[src/rtl/cim_pkg.sv]
// rtl/cim_pkg.sv - shared types for the conv/pool compute-in-memory pipeline
//
// Purpose: common activation type and bridge FSM state encoding.
// Ports:   none (package).

package cim_pkg;

  localparam int DATATYPE_SIZE = 8;

  typedef logic [DATATYPE_SIZE-1:0] act_t;

  typedef enum logic [1:0] {
    COLLECT = 2'd0,
    WRITE   = 2'd1,
    START   = 2'd2
  } bridge_state_t;

endpackage

[src/rtl/conv_pool_bridge.sv]
// rtl/conv_pool_bridge.sv - serial conv output to parallel pool input buffer bridge
//
// Purpose: gathers one channel value per accepted cycle into a per-pixel channel
//          vector, writes the whole vector into the pool stage's per-channel input
//          buffers in a single cycle, and pulses the pool start after the last
//          pixel of a frame.
// Ports:
//   clk            in   clock, rising edge
//   rst            in   synchronous active-high reset
//   i_valid        in   i_data carries one channel value
//   i_data         in   serial channel value from the conv stage
//   o_busy         out  bridge cannot accept; upstream holds its data
//   i_next_busy    in   pool stage cannot take writes or start
//   o_ibuf_we      out  per-channel write enables to the pool input buffers
//   o_ibuf_wr_data out  per-channel write data to the pool input buffers
//   o_start        out  one-cycle frame start pulse to the pool stage

module conv_pool_bridge
  import cim_pkg::*;
#(
  parameter int datatype_size = DATATYPE_SIZE,
  parameter int channels      = 6,
  parameter int img_width     = 24
) (
  input  logic                     clk,
  input  logic                     rst,
  input  logic                     i_valid,
  input  logic [datatype_size-1:0] i_data,
  output logic                     o_busy,
  input  logic                     i_next_busy,
  output logic [channels-1:0]      o_ibuf_we,
  output logic [datatype_size-1:0] o_ibuf_wr_data [channels],
  output logic                     o_start
);

  localparam int NUM_PIX = img_width * img_width;
  localparam int CH_W    = (channels > 1) ? $clog2(channels) : 1;
  localparam int PIX_W   = (NUM_PIX > 1) ? $clog2(NUM_PIX) : 1;

  localparam logic [CH_W-1:0]  CH_LAST  = CH_W'(channels - 1);
  localparam logic [PIX_W-1:0] PIX_LAST = PIX_W'(NUM_PIX - 1);

  bridge_state_t state_q, state_d;
  logic [CH_W-1:0]          ch_cnt_q, ch_cnt_d;
  logic [PIX_W-1:0]         pix_cnt_q, pix_cnt_d;
  logic [datatype_size-1:0] vec_q [channels];
  logic [datatype_size-1:0] vec_d [channels];
  logic [channels-1:0]      we_q, we_d;
  logic [datatype_size-1:0] wr_data_q [channels];
  logic [datatype_size-1:0] wr_data_d [channels];
  logic                     start_q, start_d;

  always_comb begin
    state_d   = state_q;
    ch_cnt_d  = ch_cnt_q;
    pix_cnt_d = pix_cnt_q;
    vec_d     = vec_q;
    wr_data_d = wr_data_q;
    we_d      = '0;
    start_d   = 1'b0;

    unique case (state_q)
      COLLECT: begin
        // i_next_busy is deliberately ignored here; it only gates WRITE/START.
        if (i_valid) begin
          vec_d[ch_cnt_q] = i_data;
          if (ch_cnt_q == CH_LAST) begin
            ch_cnt_d = '0;
            state_d  = WRITE;
          end else begin
            ch_cnt_d = ch_cnt_q + CH_W'(1);
          end
        end
      end
      WRITE: begin
        if (!i_next_busy) begin
          we_d      = '1;
          wr_data_d = vec_q;
          if (pix_cnt_q == PIX_LAST) begin
            pix_cnt_d = '0;
            state_d   = START;
          end else begin
            pix_cnt_d = pix_cnt_q + PIX_W'(1);
            state_d   = COLLECT;
          end
        end
      end
      START: begin
        if (!i_next_busy) begin
          start_d = 1'b1;
          state_d = COLLECT;
        end
      end
      default: state_d = COLLECT;
    endcase
  end

  always_ff @(posedge clk) begin
    if (rst) begin
      state_q   <= COLLECT;
      ch_cnt_q  <= '0;
      pix_cnt_q <= '0;
      vec_q     <= '{default: '0};
      we_q      <= '0;
      wr_data_q <= '{default: '0};
      start_q   <= 1'b0;
    end else begin
      state_q   <= state_d;
      ch_cnt_q  <= ch_cnt_d;
      pix_cnt_q <= pix_cnt_d;
      vec_q     <= vec_d;
      we_q      <= we_d;
      wr_data_q <= wr_data_d;
      start_q   <= start_d;
    end
  end

  // Pure state decode so upstream never sees a combinational path from inputs.
  assign o_busy         = (state_q != COLLECT);
  assign o_ibuf_we      = we_q;
  assign o_ibuf_wr_data = wr_data_q;
  assign o_start        = start_q;

endmodule

[config.mk]
export PLATFORM = sky130hd
export DESIGN_NAME = conv_pool_bridge
export DESIGN_NICKNAME = d
export VERILOG_FILES = /design/src/rtl/cim_pkg.sv /design/src/rtl/conv_pool_bridge.sv
export SDC_FILE = /design/constraint.sdc
export NUM_CORES = 1
export LEC_CHECK = 0
export CORE_MARGIN = 2
export CORE_UTILIZATION = 50
export DETAILED_ROUTE_END_ITERATION = 12
export GPL_TIMING_DRIVEN = 0
export PLACE_DENSITY_LB_ADDON = 0.08
export SLEW_MARGIN = 5
export SYNTH_ARGS = -nofsm -noshare
export SYNTH_HDL_FRONTEND = slang
export SYNTH_SLANG_ARGS = --single-unit
[constraint.sdc]
create_clock -name clk -period 1.76 [get_ports clk]
set_input_delay 0.44 -clock clk [delete_from_list [all_inputs] [get_ports clk]]
set_output_delay 0.44 -clock clk [all_outputs]
set_load 0.005 [all_outputs]
## Word-level counts from Yosys, hierarchy flattened

Cells that the tools add are included.

| storage, ports and cells | value |
|---|---|
| register bits after elaboration | 118 |
| bits of input ports | 12 |
| output and inout bits | 56 |

| cells by class | value |
|---|---|
| add/sub/neg operators | 2 |
| magnitude comparators | 2 |
| equal/unequal tests | 8 |
| multiplexer cells | 13 |
| bitwise gates (word level) | 4 |
| reductions and logical operators | 8 |

Operator list:

| operator | count |
|---|---|
| 48-bit bitwise mux | 1 |
| 8-bit demux with 3-bit select | 1 |
| 10-bit by 1-bit adder with 10-bit output, second input constant | 1 |
| 10-bit equality test, second input constant | 1 |
| 10-bit two-way mux | 1 |
| 2-bit two-way mux | 5 |
| 8-bit two-way mux | 1 |
| 2-bit != test, second input constant | 4 |
| 6-bit two-way mux | 1 |
| 2-bit case mux with 3 select lines | 1 |
| 4-bit greater-or-equal comparator, second input constant | 1 |
| 4-bit by 1-bit < comparator with 1-bit output, second input constant | 1 |
| 3-bit inverter with 4-bit output | 1 |
| 2-bit AND reduction | 2 |
| 4-bit AND reduction | 1 |
| 2-bit OR reduction | 2 |
| 3-bit by 1-bit adder with 3-bit output, second input constant | 1 |
| 3-bit equality test, second input constant | 1 |
| 3-bit two-way mux | 1 |
| 1-bit inverter | 3 |
| 2-bit by 1-bit equality test with 1-bit output, second input constant | 1 |
| 2-bit equality test, second input constant | 1 |
| 2-bit logical NOT | 1 |
| 2-bit nonzero test | 1 |
| 2 further kinds | 2 |

## Logic depth before layout (Yosys ltp)

Gate-level depths: netlist of the first run.

| depth | value |
|---|---|
| word-level depth | 6 |
| mapped depth | 6 |
| depth with buffers taken out | 5 |

## Worst setup path after synthesis of the first run

Ideal clock, no wire load.

| timing | value |
|---|---|
| path type | register to register |
| start point | reg state_q[1] |
| end point | reg vec_q[15] (netlist bit) |
| arrival time | 1.322 ns |
| required time | 1.628 ns |
| slack | 0.306 ns |
| cell stages (with the launch flop) | 6 |
| buffers on the path | 1 |
| period minus slack after synthesis | 1.454 ns |
| cell sequence | dfxtp_1 buf_4 nor4b_4 nand2_1 nand2_1 a21oi_1 |

| on the way | value |
|---|---|
| word-level cells in the longest chain between the ends | 2 |

RTL lines:

| element | RTL line | RTL |
|---|---|---|
| start: declaration | conv_pool_bridge.sv:43 | `bridge_state_t state_q, state_d;` |
| start signal: assignment | conv_pool_bridge.sv:108 | `state_q <= state_d;` |
| 2-bit logical NOT | conv_pool_bridge.sv:62 | `unique case (state_q)` |
| 2-bit AND reduction (no source line) | n/a |  |
| end signal: assignment | conv_pool_bridge.sv:111 | `vec_q <= vec_d;` |
| end: declaration | conv_pool_bridge.sv:46 | `logic [datatype_size-1:0] vec_q [channels];` |

No other way between the ends.
A chain may end at the register's enable or synchronous reset.

## Final worst setup path of the first run

| timing | value |
|---|---|
| start point | reg state_q[1] |
| end point | reg wr_data_q, in the netlist o_ibuf_wr_data[16] |

| on the way | value |
|---|---|
| word-level cells in the longest chain between the ends | 2 |

RTL lines:

| element | RTL line | RTL |
|---|---|---|
| 2-bit by 1-bit equality test with 1-bit output | conv_pool_bridge.sv:62 |  |
| 2-bit AND reduction (no source line) | n/a |  |
| end signal: assignment | conv_pool_bridge.sv:113 | `wr_data_q <= wr_data_d;` |
| end: declaration | conv_pool_bridge.sv:49 | `logic [datatype_size-1:0] wr_data_q [channels];` |

No other way between the ends.

==> flow_summary.yaml, run 1 <==
worst_setup_path:
  worstSetupPathType: "reg2reg"
  worstSetupStartpointType: "flip-flop"
  r2r_setup_slack_ns: 0.04
  critPathSlowestCell: "dfxtp_2"
  cp_common_cell: "buf_4"
  worst-endpoint-required_ns: 2.19
  reg2regPathDepth: 8
  path_depth: 8
  crit_buf_inv: 5
  path_cells: "buf_6 -> buf_4 -> buf_4 -> nor3b_1 -> buf_4 -> buf_2 -> nand2_1 -> a21oi_1"
  worstSetupEndpointType: "flip-flop"
  critPathMaxStageDelay_ns: 0.31
  cp.arrival_ns: 2.16
  crit_family: "buffers and inverters"
  crit_fanout: 10
detailed_routing:
  dr.pass1.iters: 5
  ant_nets: 0
  drc_errors: 0
  drt-initial-drc-count: 215
  routedWlPerCell_um: 15.0
  vias_per_cell: 5.29
  wirelength_um: 10600
  num_vias: 3713
layout:
  fin_util: 0.682
  antenna_cells: 0
  fin_nets: 598
  postLayoutCellArea_mm2: 0.00554
  syn_to_final_growth_pct: 33.0
  drive_gt1_frac: 0.137
  fill_cells: 690
clock_network:
  tritoncts: "yes"
  clk_pin_slew_worst_paths_ns: 0.06
  clk_path_buf_depth: 2
  clock-root-buffer: "clkbuf_8"
  cts_inserted_buffers: 17
  clk_latency_ns: 0.51
  holdBufCountCts: 0
  htree_levels: 4
  clkSinkCount: 113
synth:
  syn_nets: 505
  ys_ff_latch: 113
  synth_cell_type_count: 31
  syn_avg_cell_area_um2: 8.47
  synthCells: 492
  yosys_warnings: 0
  ys_seq_area_frac: 0.543
  syn_area_mm2: 0.00417
worst_hold_path:
  min_path_type: "reg2reg"
  min_path_cells: 2
pwr:
  power_density_mw_per_mm2: 1090
  p_leak_nw: 2.37
  power_mw: 6.02
  peakVddDrop_uv: 778
placement:
  gp_congestion: 0.823
  port_buffers: 66
  hpwl_um: 6820
  place_area_mm2: 0.00496
die:
  die_h_um: 95.3
  start_util: 0.513
  dieArea_mm2: 0.00908
  rows: 33
  io_pins: 68
  core_mm2: 0.00813
  die_w_um: 95.3
timing:
  fin_crit_ns: 1.72
  tightest_slew_ns: 0.572
  fmax_mhz: 580
  setup_viol: 0
  finalHoldViolations: 0
  finalClockSkew_ns: 0.00637
  slew_viol_final: 0
  rsz0062_at_grt: "yes"
  slew_headroom: 0.618
  post-route-period-util: 0.979
grt:
  grt_overflow: 0
  grt_use_total: 0.241
  grt_max_degree: 17
  grt_pass1_vias: 3471
  antenna_found_initial: 0
  grt_first_pass_wirelength_um: 16500
run:
  max_cap_violations: 0
outcome:
  status: "complete, no violations"
[cells in the final DEF, fill, tap and decap left out, types with 3 or more instances in the layout]
master / synthesis / routed
xor2_1: 6 / 6
clkinv_2: 0 / 6
clkdlybuf4s50_1: 0 / 10
clkbuf_8: 0 / 3
a21oi_1: 86 / 86
nand3_1: 38 / 38
buf_6: 3 / 4
dfxtp_2: 0 / 4
nand2_1: 138 / 138
mux2i_1: 16 / 15
buf_2: 12 / 9
dfxtp_1: 113 / 108
dlygate4sd2_1: 0 / 51
clkbuf_1: 14 / 14
nand4_1: 4 / 4
nor2_1: 29 / 28
clkbuf_16: 0 / 16
buf_4: 7 / 20
[per-layer routing]
layer / routed length (um) / up-vias / GRT usage
met3: 606 / 24 / 0.0680
met5: 0 / - / 0
met4: 253 / 0 / 0.101
met1: 4550 / 1743 / 0.298
met2: 5150 / 123 / 0.393
li1: - / 1823 / -
[worst register-to-register path, delay by kind of cell (launching register included)]
kind / cells / cell delay, ns
buf+inv: 5 / 0.86
simple gates: 2 / 0.30
compound gates: 1 / 0.16
flops: 1 / 0.31
[through the flow]
| step | TNS, ns | instances | hold WS (ns) | setup slack, ns |
|---|---|---|---|---|
| after global placement | -38.70 | 663 | 0.443 | -0.492 |
| after floorplan | 0 | 492 | 0.432 | 0.306 |
| after detailed placement | -41.28 | 663 | 0.446 | -0.519 |
| after CTS | -0.0304 | 702 | 0.451 | -0.0304 |
| after global routing | -0.290 | 702 | 0.463 | -0.0394 |
| final | 0 | 702 | 0.449 | 0.0372 |
[layout make-up]
cell class	count	area (um2)	share of cell area
sequential	113	2270	0.410
buffer	37	214	0.0386
timing repair buffer	75	649	0.117
inverter	1	3.75	0.000677
multi-input combinational	340	1720	0.309
clock buffer	20	445	0.0803
clock inverter	11	114	0.0205
tap	105	131	0.0237
[cell families after synthesis]
group,after synthesis,share of synthesized area
AO/OA/AOI/OAI,88,0.107
flip-flops,113,0.543
buffers and inverters,39,0.0504
AND/OR/NAND/NOR,227,0.242
multiplexers,16,0.0384
adder cells (fa/ha/maj),1,0.00300
XOR/XNOR,8,0.0168
[state kept, by name (all words and copies together), names as in the netlist]
signal,cells
o_ibuf_wr_data,48
vec_q,48
pix_cnt_q,10
ch_cnt_q,3
state_q,2
o_ibuf_we,1
o_start,1
[Yosys cell counts (all sizes together)]
cell type	n	area, um2
xor2	6	52.6
and2b	2	17.5
mux2i	16	160
buf	24	154
xnor2	2	17.5
nand3	38	190
nand2	140	531
ha	1	12.5
or3b	1	8.76
and4bb	2	28.8
a31o	1	8.76
a21boi	1	7.51
and3	2	12.5
inv	1	3.75
nand4	4	25.0
nor2b	1	6.26
dfxtp	113	2260
nand3b	2	15.0
and2	1	6.26
nor2	29	109
and4	1	8.76
a21oi	86	430
nor3b	1	7.51
nor4b	3	41.3
clkbuf	14	52.6
[path summary, 6_finish.rpt]
| check | startpoint | endpoint |
|---|---|---|
| worst min-delay path | vec_q[11]$_SDFFE_PP0P_ | o_ibuf_wr_data[11]$_SDFFE_PP0P_ |
| worst max-delay path | state_q[1]$_SDFFE_PP0P_ | o_ibuf_wr_data[16]$_SDFFE_PP0P_ |
| worst min register to register | vec_q[11]$_SDFFE_PP0P_ | o_ibuf_wr_data[11]$_SDFFE_PP0P_ |
| worst max register to register | state_q[1]$_SDFFE_PP0P_ | o_ibuf_wr_data[16]$_SDFFE_PP0P_ |
[what timing repair did]
action	4_1_cts	5_1_grt
buffers inserted	8	1
pin swaps	2	1
gates resized for setup	69	10
endpoints found under the setup margin	67	56
[where the power goes]
part	leakage [nW]	internal (mW)	total (mW)	switching [mW]
Sequential	0.915	2.59	2.60	0.0170
Clock	0.276	2.06	3.21	1.14
Combinational	1.18	0.0706	0.216	0.146
Total	2.37	4.72	6.02	1.31
No activity file was read; power rests on OpenSTA's default activity.
==> inputs of run 2 (changes only) <==
CORE_ASPECT_RATIO = 0.6   (was default)
CORE_UTILIZATION = 34   (was 50)
RECOVER_POWER = 50   (was default)
==> flow_summary.yaml, run 2 (synthesis results as in run 1) <==
outcome:
  status: "complete, no violations"
die:
  core_mm2: 0.0120
  rows: 31
  die_h_um: 89.8
  io_pins: 68
  dieArea_mm2: 0.0132
  die_w_um: 147
  start_util: 0.347
grt:
  grt_overflow: 0
  antenna_found_initial: 0
  grt_first_pass_wirelength_um: 17900
  grt_max_degree: 17
  grt_use_total: 0.175
  grt_pass1_vias: 3390
timing:
  rsz0062_at_grt: "no"
  fin_crit_ns: 1.73
  post-route-period-util: 0.981
  finalClockSkew_ns: 0.00865
  slew_viol_final: 0
  tightest_slew_ns: 0.565
  fin_ws_ns: 0.0340
  fmax_mhz: 579
  setup_viol: 0
  finalHoldViolations: 0
  finalSetupTns_ns: 0
  slew_headroom: 0.618
detailed_routing:
  routedWlPerCell_um: 14.9
  drt-initial-drc-count: 136
  vias_per_cell: 4.72
  dr.pass1.iters: 4
  drc_errors: 0
  wirelength_um: 11300
  ant_nets: 0
  num_vias: 3595
worst_setup_path:
  critPathSlowestCell: "clkdlybuf4s50_1"
  worst-endpoint-required_ns: 1.32
  cp.arrival_ns: 1.29
  worstSetupPathType: "reg2out"
  crit_fanout: 2
  worstSetupStartpointType: "flip-flop"
  critPathMaxStageDelay_ns: 0.51
  path_cells: "clkdlybuf4s50_1"
  crit_family: "buffers and inverters"
  crit_buf_inv: 1
  worstSetupEndpointType: "output port"
pwr:
  p_int_mw: 4.98
  p_clk_frac: 0.553
  power_switching_mw: 1.35
  seqPwrFrac: 0.411
  p_sw_frac: 0.213
  power_density_mw_per_mm2: 1110
  peakVddDrop_uv: 687
  comb_power_share: 0.035
  p_leak_nw: 2.17
clock_network:
  clock-root-buffer: "clkbuf_16"
  cts_inserted_buffers: 17
  clk_pin_slew_worst_paths_ns: 0.05
  tritoncts: "yes"
  clk_latency_ns: 0.41
  clk_path_buf_depth: 2
  htree_levels: 4
  clkSinkCount: 113
layout:
  final_common_cell: "nand2_1"
  fin_nets: 596
  drive_gt1_frac: 0.121
  syn_to_final_growth_pct: 37.0
  most-common-layout-cells: "137 x nand2_1, 112 x dfxtp_1, 86 x a21oi_1"
  antenna_cells: 0
  fill_cells: 1177
run:
  max_cap_violations: 0
worst_hold_path:
  min_path_type: "reg2reg"
placement:
  pre_cts_ws_ns: -0.563
  hpwl_um: 7730
  gp_congestion: 0.805
  port_buffers: 66
==> run 2: path summary, 6_finish.rpt <==
kind | slack (ns) | endpoint | from | cells past startpoint
worst max-delay path | 0.03 | o_ibuf_wr_data[7] | o_ibuf_wr_data[7]$_SDFFE_PP0P_ | 1
worst min-delay path | 0.45 | o_ibuf_wr_data[20]$_SDFFE_PP0P_ | vec_q[20]$_SDFFE_PP0P_ | 2
worst max register to register | 0.05 | o_ibuf_wr_data[23]$_SDFFE_PP0P_ | state_q[1]$_SDFFE_PP0P_ | 7
worst min register to register | 0.45 | o_ibuf_wr_data[20]$_SDFFE_PP0P_ | vec_q[20]$_SDFFE_PP0P_ | 2
==> run 2: routing by layer <==
metal  GRT usage  wire length, um  vias to the layer above
met1       0.251             5930                     1680
met3      0.0431              551                       13
met2       0.254             4750                       80
met4      0.0681              111                        0
li1            -                -                     1822
met5           0                0                        -
==> run 2: repair_timing <==
action	4_1_cts	5_1_grt
hold buffers	0	0
gates cloned	0	0
endpoints found under the setup margin	51	37
resized for setup	12	10
buffers inserted	7	0
pin swaps	1	0
==> run 2: layout make-up <==
class / count / area (um2) / share of cell area
Sequential cell: 113 / 2270 / 0.397
Buffer: 37 / 210 / 0.0368
Tap cell: 165 / 206 / 0.0362
Clock inverter: 11 / 135 / 0.0237
Clock buffer: 21 / 470 / 0.0824
Inverter: 1 / 3.75 / 0.000657
Timing Repair Buffer: 73 / 706 / 0.124
Multi-Input combinational cell: 340 / 1710 / 0.300
==> run 2: stage by stage <==
step	hold slack, ns	total power, mW	util	instances	instance area (um2)
3_5_place_dp	0.445	2.87	0.419	723	5040
5_1_grt	0.467	6.50	0.475	761	5710
3_3_place_gp	0.440	2.87	0.419	723	5040
2_1_floorplan	0.432	2.77	-	492	4170
6_report	0.446	6.32	0.475	761	5710
4_1_cts	0.450	6.37	0.474	761	5700
==> run 2: power by group through the flow <==
stage | clock network, mW | registers [mW] | logic [mW]
after floorplan | 0 | 2.65 | 0.117
after global placement | 0 | 2.66 | 0.211
after detailed placement | 0 | 2.66 | 0.213
after CTS | 3.55 | 2.60 | 0.222
after global routing | 3.65 | 2.60 | 0.243
final | 3.50 | 2.60 | 0.223
==> inputs of run 3 (changes only) <==
clock period = 2 ns   (was 1.76 ns; I/O delays follow)
==> flow_summary.yaml, run 3 (synthesis results as in run 1) <==
timing:
  setup_viol: 0
  fmax_mhz: 512
  slew_viol_final: 0
  whs_ns: 0.444
  tightest_slew_ns: 0.594
  finalSetupTns_ns: 0
  slew_headroom: 0.599
  fin_crit_ns: 1.95
  rsz0062_at_grt: "no"
  fin_ws_ns: 0.0482
  post-route-period-util: 0.976
  finalHoldViolations: 0
  finalClockSkew_ns: 0.00890
detailed_routing:
  drt-initial-drc-count: 122
  num_vias: 3562
  dr.pass1.iters: 4
  ant_nets: 0
  routedWlPerCell_um: 14.8
  vias_per_cell: 4.69
  wirelength_um: 11300
  drc_errors: 0
die:
  die_w_um: 147
  core_mm2: 0.0120
  dieArea_mm2: 0.0132
  io_pins: 68
  start_util: 0.347
  rows: 31
  die_h_um: 89.8
grt:
  grt_pass1_vias: 3363
  grt_first_pass_wirelength_um: 17800
  grt_max_degree: 17
  grt_overflow: 0
  grt_use_total: 0.174
  antenna_found_initial: 0
clock_network:
  clkSinkCount: 113
  htree_levels: 4
  cts_inserted_buffers: 17
  clock-root-buffer: "clkbuf_16"
  clk_path_buf_depth: 2
  tritoncts: "yes"
  clk_latency_ns: 0.41
  clk_pin_slew_worst_paths_ns: 0.05
run:
  max_cap_violations: 0
placement:
  gp_congestion: 0.805
  place_area_mm2: 0.00504
  hpwl_um: 7730
  port_buffers: 66
  pre_cts_ws_ns: -0.383
  placed_cells: 723
worst_setup_path:
  cp.arrival_ns: 1.45
  worstSetupEndpointType: "output port"
  crit_fanout: 9
  worstSetupStartpointType: "flip-flop"
  worst-endpoint-required_ns: 1.50
  worstSetupPathType: "reg2out"
pwr:
  power_mw: 5.56
  power_density_mw_per_mm2: 980
  peakVddDrop_uv: 594
  p_leak_nw: 2.24
layout:
  postLayoutCellArea_mm2: 0.00567
  antenna_cells: 0
  most-common-layout-cells: "139 x nand2_1, 113 x dfxtp_1, 86 x a21oi_1"
  fin_nets: 594
  final_common_cell: "nand2_1"
  drive_gt1_frac: 0.106
  finalNonFillerCells: 759
  fin_util: 0.471
  fill_cells: 1180
  syn_to_final_growth_pct: 36.0
outcome:
  status: "complete, no violations"
worst_hold_path:
  min_path_type: "reg2reg"
## run 3: cell type report
| type | count | area, um2 | area share |
|---|---|---|---|
| multi-input combinational | 340 | 1700 | 0.299 |
| sequential | 113 | 2260 | 0.399 |
| inverter | 1 | 3.75 | 0.000662 |
| clock inverter | 11 | 135 | 0.0238 |
| buffer | 38 | 206 | 0.0364 |
| timing repair buffer | 70 | 687 | 0.121 |
| tap | 165 | 206 | 0.0364 |
| clock buffer | 21 | 470 | 0.0830 |
## run 3: path summary, 6_finish.rpt
kind                      startpoint                               to  slack, ns  cells after the start
min           vec_q[20]$_SDFFE_PP0P_  o_ibuf_wr_data[20]$_SDFFE_PP0P_       0.44                      2
min reg2reg   vec_q[20]$_SDFFE_PP0P_  o_ibuf_wr_data[20]$_SDFFE_PP0P_       0.44                      2
max          state_q[1]$_SDFFE_PP0P_                           o_busy       0.05                      4
max reg2reg  state_q[0]$_SDFFE_PP0P_  o_ibuf_wr_data[23]$_SDFFE_PP0P_       0.30                      6
## run 3: power by group
part           leakage [nW]  internal (mW)  switching [mW]
clock network         0.298           2.04            1.03
logic                  1.03         0.0603           0.130
registers             0.912           2.28          0.0136
## run 3: critical path, cell delays in order (launching register included)
cell             delay [ns]
dfxtp_1                0.32
buf_6                  0.14
nor2_4                 0.05
inv_1                  0.05
clkdlybuf4s50_1        0.49
## run 3: what timing repair did
| item | CTS | global route |
|---|---|---|
| setup endpoints to repair | 1 | 25 |
| pin swaps | 1 | 1 |
| resized for setup | 2 | 1 |
| buffers inserted | 0 | 4 |
| hold buffers | 0 | 0 |
## run 3: layer usage
layer,GRT usage,share of wire
met5,0,0
met4,0.0681,0.0069
met3,0.0431,0.059
met2,0.253,0.42
met1,0.248,0.51
